$ cat src/rtl/mpu_bus_arbiter_if.sv
// Bus bundle between N mpu-style masters, the arbiter and the shared memory port.
interface mpu_bus_arbiter_if #(
    parameter int unsigned N_MASTERS = 2,
    parameter int unsigned ADDR_W    = 16,
    parameter int unsigned DATA_W    = 8
);
    logic [N_MASTERS-1:0]        REQ;
    logic [N_MASTERS-1:0]        M_R_W;
    logic [N_MASTERS*ADDR_W-1:0] M_ADDR;
    logic [N_MASTERS*DATA_W-1:0] M_WDATA;
    logic [N_MASTERS-1:0]        RDY;
    logic [DATA_W-1:0]           RDATA;
    logic                        MEM_EN;
    logic                        MEM_R_W;
    logic [ADDR_W-1:0]           MEM_ADDR;
    logic [DATA_W-1:0]           MEM_WDATA;
    logic [DATA_W-1:0]           MEM_RDATA;

    modport slave (
        input  REQ, M_R_W, M_ADDR, M_WDATA, MEM_RDATA,
        output RDY, RDATA, MEM_EN, MEM_R_W, MEM_ADDR, MEM_WDATA
    );

    modport master (
        output REQ, M_R_W, M_ADDR, M_WDATA, MEM_RDATA,
        input  RDY, RDATA, MEM_EN, MEM_R_W, MEM_ADDR, MEM_WDATA
    );
endinterface

$ cat src/rtl/mpu_bus_arbiter.sv
// Shares one memory port between N mpu bus masters; losers are stalled via RDY.
module mpu_bus_arbiter #(
    parameter int unsigned N_MASTERS   = 2,
    parameter int unsigned ADDR_W      = 16,
    parameter int unsigned DATA_W      = 8,
    parameter int unsigned WAIT_CYCLES = 0,
    parameter int unsigned RR_MODE     = 0
) (
    input  logic             CLK,
    input  logic             RES,
    mpu_bus_arbiter_if.slave bus
);
    localparam int unsigned GNT_W = (N_MASTERS > 1) ? $clog2(N_MASTERS) : 1;
    localparam int unsigned CNT_W = 4;

    typedef enum logic [1:0] {
        ST_IDLE,
        ST_ACCESS,
        ST_DONE
    } state_e;

    state_e                 state_q, state_d;
    logic [GNT_W-1:0]       gnt_q, gnt_d;
    logic [GNT_W-1:0]       last_q, last_d;
    logic [CNT_W-1:0]       cnt_q, cnt_d;
    logic                   mem_en_q, mem_en_d;
    logic                   mem_r_w_q, mem_r_w_d;
    logic [ADDR_W-1:0]      mem_addr_q, mem_addr_d;
    logic [DATA_W-1:0]      mem_wdata_q, mem_wdata_d;
    logic [DATA_W-1:0]      rdata_q, rdata_d;
    logic [N_MASTERS-1:0]   ack_q, ack_d;

    logic                   win_found;
    logic [GNT_W-1:0]       win_idx;
    int unsigned            idx;

    // Winner search: index order (fixed) or rotated to start after last grant (round-robin).
    always_comb begin
        win_found = 1'b0;
        win_idx   = '0;
        idx       = 0;
        for (int unsigned k = 0; k < N_MASTERS; k++) begin
            if (RR_MODE != 0) begin
                idx = (32'(last_q) + 32'd1 + k) % N_MASTERS;
            end else begin
                idx = k;
            end
            if (!win_found && bus.REQ[GNT_W'(idx)]) begin
                win_found = 1'b1;
                win_idx   = GNT_W'(idx);
            end
        end
    end

    // Next-state and registered-output logic.
    always_comb begin
        state_d     = state_q;
        gnt_d       = gnt_q;
        last_d      = last_q;
        cnt_d       = cnt_q;
        mem_en_d    = mem_en_q;
        mem_r_w_d   = mem_r_w_q;
        mem_addr_d  = mem_addr_q;
        mem_wdata_d = mem_wdata_q;
        rdata_d     = rdata_q;
        ack_d       = '0;

        case (state_q)
            ST_IDLE: begin
                if (win_found) begin
                    gnt_d       = win_idx;
                    last_d      = win_idx;
                    mem_r_w_d   = bus.M_R_W[win_idx];
                    mem_addr_d  = bus.M_ADDR[32'(win_idx) * ADDR_W +: ADDR_W];
                    mem_wdata_d = bus.M_WDATA[32'(win_idx) * DATA_W +: DATA_W];
                    cnt_d       = CNT_W'(WAIT_CYCLES);
                    mem_en_d    = 1'b1;
                    state_d     = ST_ACCESS;
                end
            end
            ST_ACCESS: begin
                if (cnt_q != '0) begin
                    cnt_d = cnt_q - CNT_W'(1);
                end else begin
                    if (mem_r_w_q) begin
                        rdata_d = bus.MEM_RDATA;
                    end
                    ack_d[gnt_q] = 1'b1;
                    mem_en_d     = 1'b0;
                    state_d      = ST_DONE;
                end
            end
            ST_DONE: begin
                state_d = ST_IDLE;
            end
            default: begin
                state_d  = ST_IDLE;
                mem_en_d = 1'b0;
            end
        endcase
    end

    // State register; reset abandons any access in flight without an ack.
    always_ff @(posedge CLK) begin
        if (RES) begin
            state_q     <= ST_IDLE;
            gnt_q       <= '0;
            last_q      <= GNT_W'(N_MASTERS - 1);
            cnt_q       <= '0;
            mem_en_q    <= 1'b0;
            mem_r_w_q   <= 1'b1;
            mem_addr_q  <= '0;
            mem_wdata_q <= '0;
            rdata_q     <= '0;
            ack_q       <= '0;
        end else begin
            state_q     <= state_d;
            gnt_q       <= gnt_d;
            last_q      <= last_d;
            cnt_q       <= cnt_d;
            mem_en_q    <= mem_en_d;
            mem_r_w_q   <= mem_r_w_d;
            mem_addr_q  <= mem_addr_d;
            mem_wdata_q <= mem_wdata_d;
            rdata_q     <= rdata_d;
            ack_q       <= ack_d;
        end
    end

    // Idle masters are never stalled; a requester is released only by its ack cycle.
    assign bus.RDY       = ~bus.REQ | ack_q;
    assign bus.RDATA     = rdata_q;
    assign bus.MEM_EN    = mem_en_q;
    assign bus.MEM_R_W   = mem_r_w_q;
    assign bus.MEM_ADDR  = mem_addr_q;
    assign bus.MEM_WDATA = mem_wdata_q;
endmodule

$ cat src/flat_wrapper.sv
// flat-port wrapper written by rule: the top's interface ports become plain ports
module mpu_bus_arbiter_flat 
#(
    parameter int unsigned N_MASTERS   = 2,
    parameter int unsigned ADDR_W      = 16,
    parameter int unsigned DATA_W      = 8,
    parameter int unsigned WAIT_CYCLES = 0,
    parameter int unsigned RR_MODE     = 0
)
  (CLK, RES, bus_REQ, bus_M_R_W, bus_M_ADDR, bus_M_WDATA, bus_MEM_RDATA, bus_RDY, bus_RDATA, bus_MEM_EN, bus_MEM_R_W, bus_MEM_ADDR, bus_MEM_WDATA);
  mpu_bus_arbiter_if #(.N_MASTERS(N_MASTERS), .ADDR_W(ADDR_W), .DATA_W(DATA_W)) bus_i ();
  input  logic CLK;
  input  logic RES;
  input wire logic [$bits(bus_i.REQ)-1:0] bus_REQ;
  input wire logic [$bits(bus_i.M_R_W)-1:0] bus_M_R_W;
  input wire logic [$bits(bus_i.M_ADDR)-1:0] bus_M_ADDR;
  input wire logic [$bits(bus_i.M_WDATA)-1:0] bus_M_WDATA;
  input wire logic [$bits(bus_i.MEM_RDATA)-1:0] bus_MEM_RDATA;
  output wire logic [$bits(bus_i.RDY)-1:0] bus_RDY;
  output wire logic [$bits(bus_i.RDATA)-1:0] bus_RDATA;
  output wire logic [$bits(bus_i.MEM_EN)-1:0] bus_MEM_EN;
  output wire logic [$bits(bus_i.MEM_R_W)-1:0] bus_MEM_R_W;
  output wire logic [$bits(bus_i.MEM_ADDR)-1:0] bus_MEM_ADDR;
  output wire logic [$bits(bus_i.MEM_WDATA)-1:0] bus_MEM_WDATA;
  assign bus_i.REQ = bus_REQ;
  assign bus_i.M_R_W = bus_M_R_W;
  assign bus_i.M_ADDR = bus_M_ADDR;
  assign bus_i.M_WDATA = bus_M_WDATA;
  assign bus_i.MEM_RDATA = bus_MEM_RDATA;
  assign bus_RDY = bus_i.RDY;
  assign bus_RDATA = bus_i.RDATA;
  assign bus_MEM_EN = bus_i.MEM_EN;
  assign bus_MEM_R_W = bus_i.MEM_R_W;
  assign bus_MEM_ADDR = bus_i.MEM_ADDR;
  assign bus_MEM_WDATA = bus_i.MEM_WDATA;
  mpu_bus_arbiter #(.N_MASTERS(N_MASTERS), .ADDR_W(ADDR_W), .DATA_W(DATA_W), .WAIT_CYCLES(WAIT_CYCLES), .RR_MODE(RR_MODE)) u_core (.CLK(CLK), .RES(RES), .bus(bus_i));
endmodule
$ cat config.mk
export PLATFORM = sky130hd
export DESIGN_NAME = mpu_bus_arbiter_flat
export DESIGN_NICKNAME = d
export VERILOG_FILES = /design/src/rtl/mpu_bus_arbiter_if.sv /design/src/rtl/mpu_bus_arbiter.sv /design/src/flat_wrapper.sv
export SDC_FILE = /design/constraint.sdc
export NUM_CORES = 1
export LEC_CHECK = 0
export BUFFER_PORTS_ARGS = -buffer_cell sky130_fd_sc_hd__buf_4
export CORE_ASPECT_RATIO = 0.5
export CORE_MARGIN = 2
export CORE_UTILIZATION = 35
export DETAILED_ROUTE_END_ITERATION = 16
export PLACE_DENSITY = 0.73
export SLEW_MARGIN = 10
export SYNTH_ARGS = -nofsm -noshare
export SYNTH_HDL_FRONTEND = slang
export SYNTH_SLANG_ARGS = --single-unit
$ cat constraint.sdc
create_clock -name CLK -period 1.6 [get_ports CLK]
set_input_delay 0.4 -clock CLK [delete_from_list [all_inputs] [get_ports CLK]]
set_output_delay 0.4 -clock CLK [all_outputs]
set_load 0.05 [all_outputs]
==> run_results.csv <==
group,metric,value,unit
critical_path,worst-setup-path-type,"reg2reg",
logic_synthesis,ys.flop_type,"dfxtp_1",
floorplanning,die_area,5905,µm²
power,power_density,1023,nW/µm²
cts,cts_tree,"built",
critical_path,startpoint_type,"flip-flop",
power,leakagePower,0.001223,µW
logic_synthesis,ys_seq_area_share,46.64,%
logic_synthesis,synth_nets,236,
global_route,first_global_vias,1748,
placement,io_buffer_count,97,
sta,worst_slew_pin_slew,0.2937,ns
min_path,hp-class,"in2reg",
power,power,2884,µW
global_route,grt_remaining_overflow,0,
critical_path,crit_path_end_kind,"flip-flop",
critical_path,r2r_setup_slack,0.10,ns
cts,cts_buffer_depth,2,
route,dr.first_iter.drc_count,34,
min_path,hold_start,"bus_MEM_RDATA[6]",
floorplanning,num_rows,18,
cts,clk_latency,0.29,ns
placement,gp_congestion,0.8258,
global_route,antenna_found_initial,0,
logic_synthesis,syn_area,1846,µm²
sta,min_period,1.499,ns
global_route,grt_usage,16.34,%
critical_path,worstPathRequired,1.83,ns
critical_path,cp_max_fo,4,
route,first_pass_iters,4,
sta,drv_slew,0,
cts,htreeDepth,2,
route,remaining_drc_errors,0,
cts,clk_pin_slew_worst_paths,0.07,ns
sta,finalSetupViolCount,0,
job,drv_cap,0,
route,vias,1694,
critical_path,reg2reg_to,"u_core.cnt_q[3]",
power,ir_worst_vdd,0.4234,mV
logic_synthesis,synth.distinct_cells,33,
global_route,grt_max_degree,26,
sta,relSlewSlack,80.40,%
route,wirelength,4749,µm
placement,dp_cells,335,
sta,hold_violations,0,
critical_path,cp.arrival,1.73,ns
sta,holdWs,0.3243,ns
logic_synthesis,syn_inst,173,
layout,layout.cells.non_filler,343,
cts,numCtsBuffers,5,
sta,tns,0,ns
layout,area_delta_synth_final,52.75,%
logic_synthesis,yosys_warnings,0,
logic_synthesis,async_flop_share,0,%
floorplanning,io_pins,98,
min_path,whs_endpoint,"u_core.bus.RDATA[6]",
status,outcome,"finished, final reports clean",
floorplanning,initial_core_util,36.91,%
cts,cts.sinks,43,
layout,antenna_cells,0,
route,route.antenna.remaining_nets,0,
route,viasPerCell,4.939,
sta,rsz0062_at_grt,"no",
layout,final_util,56.38,%
logic_synthesis,synth_edf_count,0,
critical_path,reg2regPathDepth,5,
route,wl_per_cell,13.85,µm
sta,maxClockFrequency,667.1,MHz
global_route,grt_pass1_wl,7741,µm
cts,cts_root_buf,"clkbuf_8",
floorplanning,core_region_area,5000,µm²
floorplanning,die_x,106.7,µm
logic_synthesis,ys_ff_latch,43,
placement,dp_hpwl,3672,µm
logic_synthesis,syn_area_per_cell,10.67,µm²
layout,drive_gt1_share,44.32,%
min_path,whs_path_depth,2,
floorplanning,die_h,55.35,µm
sta,period_share,93.69,%
critical_path,timing.rr.start,"u_core.cnt_q[0]",
sta,skew,0.004230,ns
layout,nets,335,
-- worst max-delay path, cell delays in order, from the launching register on --
cell and delay [ns]:
dfxtp_2 0.35, inv_1 0.04, ha_1 0.22, nor3b_4 0.17, or4_1 0.51, a21boi_1 0.14
-- worst max-delay path by stage --
stage	startpoint	end	slack [ns]	cells after the start
floorplan	u_core.bus.MEM_R_W	u_core.bus.RDATA[0]	0.15	4
global placement	u_core.cnt_q[0]	u_core.bus.RDATA[2]	0.07	6
detailed placement	u_core.cnt_q[0]	u_core.bus.RDATA[5]	0.009	6
CTS	u_core.cnt_q[0]	u_core.bus.RDATA[4]	0.0004	6
global route	u_core.cnt_q[1]	u_core.cnt_q[1]	0.03	6
finish	u_core.cnt_q[0]	u_core.cnt_q[3]	0.10	5
-- per-stage QoR --
stage	worst slack, ns	area (µm²)
after global placement	0.07169	2688
after floorplan	0.1545	1846
after global routing	0.03042	2819
final	0.1010	2819
after CTS	0.0004186	2805
after detailed placement	0.009221	2688
-- final cells by class --
class | instances | area [µm²]
fill | 454 | 2181
multi-input combinational | 103 | 880.8
sequential | 43 | 863.3
timing repair buffer | 106 | 820.8
tap | 70 | 87.58
clock buffer | 6 | 82.58
inverter | 13 | 48.80
clock inverter | 2 | 35.03
-- power breakdown --
group	leakage [µW]	switching (µW)	internal, µW
clock network	0.0000612	343	505
registers	0.000353	57.0	1160
logic	0.000808	497	322
-- cell usage after synthesis (3+ instances only) --
library cell  instances  area, µm²
inv_1                13      48.80
mux2i_1              25      250.2
a311oi_1              8      70.07
clkbuf_1              3      11.26
buf_2                 8      40.04
o2bb2ai_1            24      210.2
a21oi_1               3      15.01
buf_4                 3      22.52
dfxtp_1              43      860.8
nor2_1                3      11.26
nand2b_1              3      18.77
a31o_1               10      87.58
-- routing by layer --
layer	up-vias	GRT usage (%)	wire length, µm
li1	850	-	-
met1	806	18.55	1892
met2	33	30.12	2590
met3	5	4.604	222
met4	0	4.453	43
met5	-	0	0
-- flip-flops by register name, indices dropped and copies added, names as in the netlist --
| register | cells |
|---|---|
| u_core.bus.MEM_WDATA | 8 |
| u_core.gnt_q | 1 |
| u_core.bus.RDATA | 8 |
| u_core.bus.MEM_ADDR | 16 |
| u_core.state_q | 2 |
| u_core.ack_q | 2 |
| u_core.bus.MEM_EN | 1 |
| u_core.bus.MEM_R_W | 1 |
| u_core.cnt_q | 4 |
-- timing repair --
item	4_1_cts	5_1_grt
buffers inserted	0	0
endpoints found under the hold margin	0	0
setup endpoints to repair	0	9
hold buffers	0	0
resized for setup	0	5
-- layout by cell type (no fill, tap or decap), types with 2 or more instances in the layout --
master,instances
a21oi_1,3
a311oi_1,8
a31o_1,10
buf_12,2
buf_4,104
clkbuf_8,6
dfxtp_1,41
dfxtp_2,2
inv_1,13
mux2i_1,25
nand2b_1,3
nor2_1,3
nor3_1,2
o21ai_0,2
o221ai_1,2
o2bb2ai_1,24
or2_1,2
or3_1,2
-- kinds of logic after synthesis --
| kind of cell | Yosys count | synth area share, % |
|---|---|---|
| muxes | 25 | 13.56 |
| DFF | 43 | 46.64 |
| AOI/OAI and AO/OA | 54 | 24.81 |
| and+or+nand+nor | 23 | 7.661 |
| buffers and inverters | 27 | 6.644 |
| adders and majority gates | 1 | 0.6779 |
No activity file was read; power rests on OpenSTA's default activity.
